==> src/rtl/inst_fetch_pkg.sv <==
// rtl/inst_fetch_pkg.sv - shared widths, FSM encodings and byte assembly helper for inst_fetch
package inst_fetch_pkg;

    localparam int INST_ADDR_W = 32;
    localparam int INST_W      = 32;
    localparam int BYTE_W      = 8;

    typedef logic [INST_ADDR_W-1:0] inst_addr_t;
    typedef logic [INST_W-1:0]      inst_t;
    typedef logic [BYTE_W-1:0]      byte_t;

    // Fetch FSM encodings
    localparam logic [1:0] IF_IDLE = 2'd0;
    localparam logic [1:0] IF_RD   = 2'd1;
    localparam logic [1:0] IF_LAST = 2'd2;
    localparam logic [1:0] IF_HOLD = 2'd3;

    // Little-endian assembly: byte 0 is the lowest-addressed byte
    function automatic inst_t assemble(input byte_t b3, input byte_t b2,
                                       input byte_t b1, input byte_t b0);
        return {b3, b2, b1, b0};
    endfunction

endpackage

==> src/rtl/inst_fetch.sv <==
// rtl/inst_fetch.sv - byte-serial instruction fetch from shared RAM into a valid/ready slot
module inst_fetch
    import inst_fetch_pkg::*;
(
    input  logic        clk,
    input  logic        rst,
    input  logic [31:0] pc,
    input  logic        ce,
    input  logic        flush,
    output logic        stall_req,
    input  logic        mem_gnt,
    output logic        mem_re,
    output logic [31:0] mem_a,
    input  logic [7:0]  mem_din,
    output logic [31:0] inst,
    output logic [31:0] inst_pc,
    output logic        inst_valid,
    input  logic        inst_ready
);

    logic [1:0] r_state;
    logic [1:0] r_cnt;
    byte_t      r_b [0:3];
    inst_t      r_inst;
    inst_addr_t r_inst_pc;
    logic       r_inst_valid;

    logic       w_start;
    logic       w_slot_free;
    logic       w_load_last;
    logic       w_load_hold;
    logic       w_complete;
    logic [1:0] w_idx;

    // A fetch may only begin from IDLE with the RAM granted; the grant is not
    // looked at again until the next fetch starts.
    assign w_start     = (r_state == IF_IDLE) && ce && !flush && mem_gnt;
    assign w_slot_free = !r_inst_valid || inst_ready;
    assign w_load_last = (r_state == IF_LAST) && w_slot_free && !flush;
    assign w_load_hold = (r_state == IF_HOLD) && w_slot_free && !flush;
    assign w_complete  = w_load_last || w_load_hold;
    assign w_idx       = r_cnt - 2'd1;

    // PC must hold until the slot is loaded; a flush releases it so the branch target loads
    assign stall_req = ce && !flush && !w_complete;

    // RAM request: start address from IDLE, then pc+1..pc+3 while gathering bytes
    always_comb begin
        mem_re = 1'b0;
        mem_a  = '0;
        case (r_state)
            IF_IDLE: begin
                if (w_start) begin
                    mem_re = 1'b1;
                    mem_a  = pc;
                end
            end
            IF_RD: begin
                if (!flush) begin
                    mem_re = 1'b1;
                    mem_a  = pc + {30'd0, r_cnt};
                end
            end
            default: begin
                mem_re = 1'b0;
                mem_a  = '0;
            end
        endcase
    end

    // Fetch FSM, byte buffer and output slot
    always_ff @(posedge clk) begin
        if (rst) begin
            r_state      <= IF_IDLE;
            r_cnt        <= 2'd0;
            r_inst       <= '0;
            r_inst_pc    <= '0;
            r_inst_valid <= 1'b0;
        end else if (flush) begin
            r_state      <= IF_IDLE;
            r_cnt        <= 2'd0;
            r_inst_valid <= 1'b0;
        end else begin
            if (inst_ready) begin
                r_inst_valid <= 1'b0;
            end
            case (r_state)
                IF_IDLE: begin
                    if (w_start) begin
                        r_state <= IF_RD;
                        r_cnt   <= 2'd1;
                    end
                end
                IF_RD: begin
                    r_b[w_idx] <= mem_din;
                    if (r_cnt == 2'd3) begin
                        r_state <= IF_LAST;
                        r_cnt   <= 2'd0;
                    end else begin
                        r_cnt <= r_cnt + 2'd1;
                    end
                end
                IF_LAST: begin
                    if (w_slot_free) begin
                        r_inst       <= assemble(mem_din, r_b[2], r_b[1], r_b[0]);
                        r_inst_pc    <= pc;
                        r_inst_valid <= 1'b1;
                        r_state      <= IF_IDLE;
                    end else begin
                        r_b[3]  <= mem_din;
                        r_state <= IF_HOLD;
                    end
                end
                default: begin
                    if (w_slot_free) begin
                        r_inst       <= assemble(r_b[3], r_b[2], r_b[1], r_b[0]);
                        r_inst_pc    <= pc;
                        r_inst_valid <= 1'b1;
                        r_state      <= IF_IDLE;
                    end
                end
            endcase
        end
    end

    assign inst       = r_inst;
    assign inst_pc    = r_inst_pc;
    assign inst_valid = r_inst_valid;

endmodule

==> config.mk <==
export PLATFORM = sky130hd
export DESIGN_NAME = inst_fetch
export DESIGN_NICKNAME = d
export VERILOG_FILES = /design/src/rtl/inst_fetch_pkg.sv /design/src/rtl/inst_fetch.sv
export SDC_FILE = /design/constraint.sdc
export NUM_CORES = 1
export LEC_CHECK = 0
export CELL_PAD_IN_SITES_DETAIL_PLACEMENT = 0
export CELL_PAD_IN_SITES_GLOBAL_PLACEMENT = 1
export CORE_MARGIN = 4
export CORE_UTILIZATION = 37
export CTS_CLUSTER_DIAMETER = 80
export DETAILED_ROUTE_END_ITERATION = 7
export HOLD_SLACK_MARGIN = 0.03
export PLACE_DENSITY_LB_ADDON = 0.3
export SLEW_MARGIN = 30
export SYNTH_ARGS = -nofsm -noshare
export SYNTH_HDL_FRONTEND = slang
export SYNTH_SLANG_ARGS = --single-unit
==> constraint.sdc <==
create_clock -name clk -period 6.7 [get_ports clk]
set_clock_uncertainty 0.1 [all_clocks]
set_input_delay 1.005 -clock clk [delete_from_list [all_inputs] [get_ports clk]]
set_output_delay 1.005 -clock clk [all_outputs]
set_load 0.01 [all_outputs]
## After elaboration in Yosys (flattened, before gate mapping)

Memory sizes are Yosys's and may differ from the RTL's.
Index checks and enable logic that the tools add are counted.

| storage, ports and cells | value |
|---|---|
| register bits after elaboration | 69 |
| latch bits | 0 |
| bits in writable memories | 32 |
| bits in read-only memories | 0 |
| input bits | 46 |
| output and inout port bits | 99 |
| word-level logic and storage cells | 71 |
| memories kept | 1 |

Memories:

| name | depth | width | read ports | clocked after Yosys merged registers in | wr ports | line | source |
|---|---|---|---|---|---|---|---|
| r_b | 4 | 8 | 4 | 0 | 1 | inst_fetch.sv:23 | `byte_t r_b [0:3];` |

| cells by class | value |
|---|---|
| add/subtract/negate cells | 3 |
| $mul | 0 |
| div/mod/pow operators | 0 |
| $lt $le $gt $ge | 0 |
| equal/unequal tests | 6 |
| shifts and indexed selects | 0 |
| mux-type cells | 31 |
| bitwise logic cells | 2 |
| reductions and logical operators | 23 |

Operators with widths:

| kind | number |
|---|---|
| $mux 32 | 4 |
| $pmux 32 s2 | 2 |
| $add 32x2->32 | 1 |
| $mux 1 | 15 |
| $mux 2 | 6 |
| $logic_and 1x1->1 | 9 |
| $mux 8 | 1 |
| $reduce_or 8->1 | 1 |
| $eq 2x2->1 const B | 3 |
| $pmux 2 s3 | 1 |
| $reduce_and 3->1 | 2 |
| $ne 2x2->1 const B | 2 |
| $pmux 2 s2 | 1 |
| $reduce_bool 4->1 | 1 |
| $reduce_or 2->1 | 2 |
| $logic_not 1->1 | 3 |
| $add 2x1->2 const B | 1 |
| $eq 2x1->1 const B | 1 |
| $logic_not 2->1 | 1 |
| $logic_or 1x1->1 | 2 |
| $not 1->1 | 2 |
| $pmux 1 s2 | 1 |
| $reduce_and 2->1 | 1 |
| $reduce_bool 2->1 | 1 |
| $sub 2x1->2 const B | 1 |

## Logic depth before layout (Yosys ltp)

| logic depth | value |
|---|---|
| depth in word-level cells | 9 |
| gate-level depth with buffers | 10 |
| gate-level depth less buffers | 8 |

## Worst setup path before layout

No wires, ideal clock.

| path | value |
|---|---|
| path type | in2out |
| from | in pc[0] |
| to | out mem_a[24] |
| data arrival time | 2.898 ns |
| setup slack | 2.697 ns |
| stages on the path | 8 |
| cell sequence | ha_1 inv_1 fa_1 nand4b_2 nor2_1 nand3_4 or4_1 nand3_1 |

| between the ends | value |
|---|---|
| word-level cells in the longest chain between the ends | 3 |

RTL lines:

| element | line | source |
|---|---|---|
| start: declaration | inst_fetch.sv:7 | `input logic [31:0] pc,` |
| $add 32x2->32 | inst_fetch.sv:61 | `mem_a = pc + {30'd0, r_cnt};` |
| $mux 32 | inst_fetch.sv:59 | `if (!flush) begin` |
| $pmux 32 s2 | inst_fetch.sv:51 | `case (r_state)` |
| end: declaration | inst_fetch.sv:13 | `output logic [31:0] mem_a,` |

No other way between the ends.

## Worst setup path in the final report

Ends and elaborated chain as after synthesis.

==> metrics.cfg <==
[worst_hold_path]
hold_class=flip-flop to flip-flop

[floorplanning]
io_pins=145
dieWidth_um=121
die-area_sq_mm=0.0147
rows=41
core_sq_mm=0.0126
dieHeight_um=121
initial_core_util=0.377

[cts]
cts_buffers=9
cts_hold_buf=0
root_buffer=clkbuf_16
cts_resized=0
worstSkewPairLatency_ns=0.35
clk_pin_slew_ns=0.08
htreeDepth=3
cts_tree=yes
clock_path_buffers=2
cts.sinks=101
cts_setup_buffers=0

[worst_setup_path]
crit_chain=clkdlybuf4s50_1 > ha_1 > inv_1 > fa_1 > nand4b_2 > nor2_1 > nand3_4 > or4_1 > nand3_1 > clkdlybuf4s50_1
worstPathMaxFanout=5
crit_slowest_cell=clkdlybuf4s50_1
crit_type=primary input to output pin
cpMostUsedCell=clkdlybuf4s50_1
worstSetupStartpoint=pc[0]
r2r-end=r_b[0][2]
rrSetupSlack_ns=4.22
critPathLaunchType=primary input
required_ns=5.59
ff2ff_path_depth=6
endpoint=mem_a[24]
cp.arrival_ns=4.20
cp-end-kind=output pin
worstReg2RegStart=r_state[0]
cpPeakStageDelay_ns=0.55

[sta]
hold_viol=0
setup_viol=0
max_freq_mhz=189
maxSlewViolCount=0
finalCriticalPeriod_ns=5.30
max_slew_margin=0.457
tns_ns=0
min_period_over_period=0.791
rsz0062_at_grt=false
worst_pin_slew_ns=0.811

[pwr]
powerDensity_mw_per_mm2=219
p_sw_frac=0.256
peakVddDrop_uv=176
p_comb_frac=0.142
switchingPower_mw=0.372
power_mw=1.45
p_seq_frac=0.452
leakagePower_nw=2.21
pwr-share-clk=0.406
p_int_mw=1.08

[layout]
layout.nets=729
register_area_sq_mm=0.00234
diodes=0
utilization=0.525
area_growth_pct=39.3
n_fill_cell=1254
drive_gt1_frac=0.0604
multi_input_area_sq_mm=0.00220

[yosys]
syn_avg_cell_area_sq_um=8.62
synth_fp_nets=607
synth-seq-area-share=0.492
ys_ff_latch=101
synth_edf_count=32
synth-main-ff-cell=dfxtp_1
yosysUniqueCellTypes=54
async_reset_ff_frac=0
synth_area_sq_mm=0.00476
syn_inst=552
yosysWarnings=0

[grt]
antenna_found_initial=0
grt.overflow.total=0
grt_pass1_vias=4304
grt_max_degree=67
gr-usage-all-layers=0.189
grt_first_pass_wirelength_um=22100

[placed_design]
hpwlAfterDp_um=10100
io_buffers=144
globalplace.congestion=0.847

[routing]
drt_first_iter_violations=316
viasPerCell=5.22
ant_nets=0
firstDrtPassIters=5
drc=0
wl_per_cell_um=16.6
wirelength_um=14100
vias=4445

[run]
drv_cap=0

[run_status]
status=complete, no violations

==> how the worst min path moves through the flow <==
stage                start     endpoint  slack (ns)  depth (start not counted)
3_3_place_gp   inst_pc[12]  inst_pc[12]        0.34                          2
5_1_grt        inst_pc[14]  inst_pc[14]        0.38                          2
6_report       inst_pc[10]  inst_pc[10]        0.35                          2
3_5_place_dp   inst_pc[10]  inst_pc[10]        0.35                          2
4_1_cts        inst_pc[10]  inst_pc[10]        0.36                          2
2_1_floorplan    r_b[0][0]      inst[0]        0.37                          2
==> per-stage QoR <==
| stage | instance area (sq um) | hold slack (ns) | std cells | setup slack, ns |
|---|---|---|---|---|
| 2_1_floorplan | 4760 | 0.371 | 552 | 2.70 |
| 3_3_place_gp | 6260 | 0.341 | 832 | 1.46 |
| 3_5_place_dp | 6290 | 0.346 | 835 | 1.41 |
| 4_1_cts | 6630 | 0.357 | 851 | 1.41 |
| 5_1_grt | 6630 | 0.375 | 851 | 1.27 |
| 6_report | 6630 | 0.355 | 851 | 1.40 |
==> power groups by stage <==
stage	Combinational [mW]	Sequential [mW]	Clock (mW)
2_1_floorplan	0.0877	0.676	0
3_3_place_gp	0.202	0.670	0
5_1_grt	0.226	0.658	0.623
4_1_cts	0.208	0.657	0.601
3_5_place_dp	0.207	0.671	0
6_report	0.207	0.656	0.590
==> critical path, delay by kind of cell <==
| family | cells | cell delay, ns |
|---|---|---|
| adder cells (fa/ha/maj) | 2 | 0.62 |
| AND/OR/NAND/NOR | 5 | 1.47 |
| buffers and inverters | 3 | 1.12 |
==> sequential cells by signal, indices dropped and copies added (netlist names) <==
signal	flops
inst	32
r_b	32
inst_valid	1
inst_pc	32
r_cnt	2
r_state	2
==> layout make-up <==
cell class | instances | area share
clock inverters | 6 | 0.0159
flip-flops and latches | 101 | 0.353
clock buffers | 10 | 0.0345
repair buffers | 153 | 0.227
multi-input cells | 401 | 0.332
inverters | 8 | 0.00453
well taps | 172 | 0.0325
==> logic make-up (layout without fill, tap and decap cells) <==
| group | Yosys count | count (layout) | synth area share |
|---|---|---|---|
| mux | 10 | 10 | 0.0210 |
| buf+inv | 50 | 177 | 0.0486 |
| xor+xnor | 1 | 1 | 0.00184 |
| compound gates | 148 | 148 | 0.183 |
| fa+ha+maj | 9 | 9 | 0.0252 |
| flops | 101 | 101 | 0.492 |
| simple gates | 233 | 233 | 0.228 |
==> Yosys cell counts, drive strengths merged, types with 3 or more instances <==
library cell  number  area [sq um]
a211oi             9          67.6
a21o               5          37.5
a21oi             66           330
a31oi             11          68.8
a41oi              5          43.8
and3               4          26.3
buf               14          95.1
clkbuf            28           106
dfxtp             69          1380
edfxtp            32           961
ha                 8           100
inv                8          30.0
mux2i             10           100
nand2            144           543
nand2b             3          18.8
nand3             19           120
nand4             10          68.8
nor2              28           105
nor2b              3          18.8
nor3               9          55.1
o211ai             3          22.5
o21ai             32           160
o31ai              6          45.0
or4                3          22.5
==> per-layer routing <==
metal | routed length [um] | GRT usage | share of wire
met5 | 0 | 0 | 0
met4 | 251 | 0.0721 | 0.018
met3 | 739 | 0.0336 | 0.052
met2 | 6960 | 0.320 | 0.49
met1 | 6170 | 0.240 | 0.44
==> placed cells by master, fill, tap and decap left out, types with 5 or more instances in the layout <==
master,n
a31oi_1,11
clkdlybuf4s50_1,143
nor2_1,28
buf_4,8
a21o_1,5
inv_1,8
a211oi_1,9
o21ai_0,32
nand4_1,9
edfxtp_1,32
nand2_1,143
clkbuf_16,9
mux2i_1,10
o31ai_1,6
ha_1,8
a41oi_1,5
a21oi_1,66
nand3_1,17
dfxtp_1,69
nor3_1,7
No activity file was read; power rests on OpenSTA's default activity.
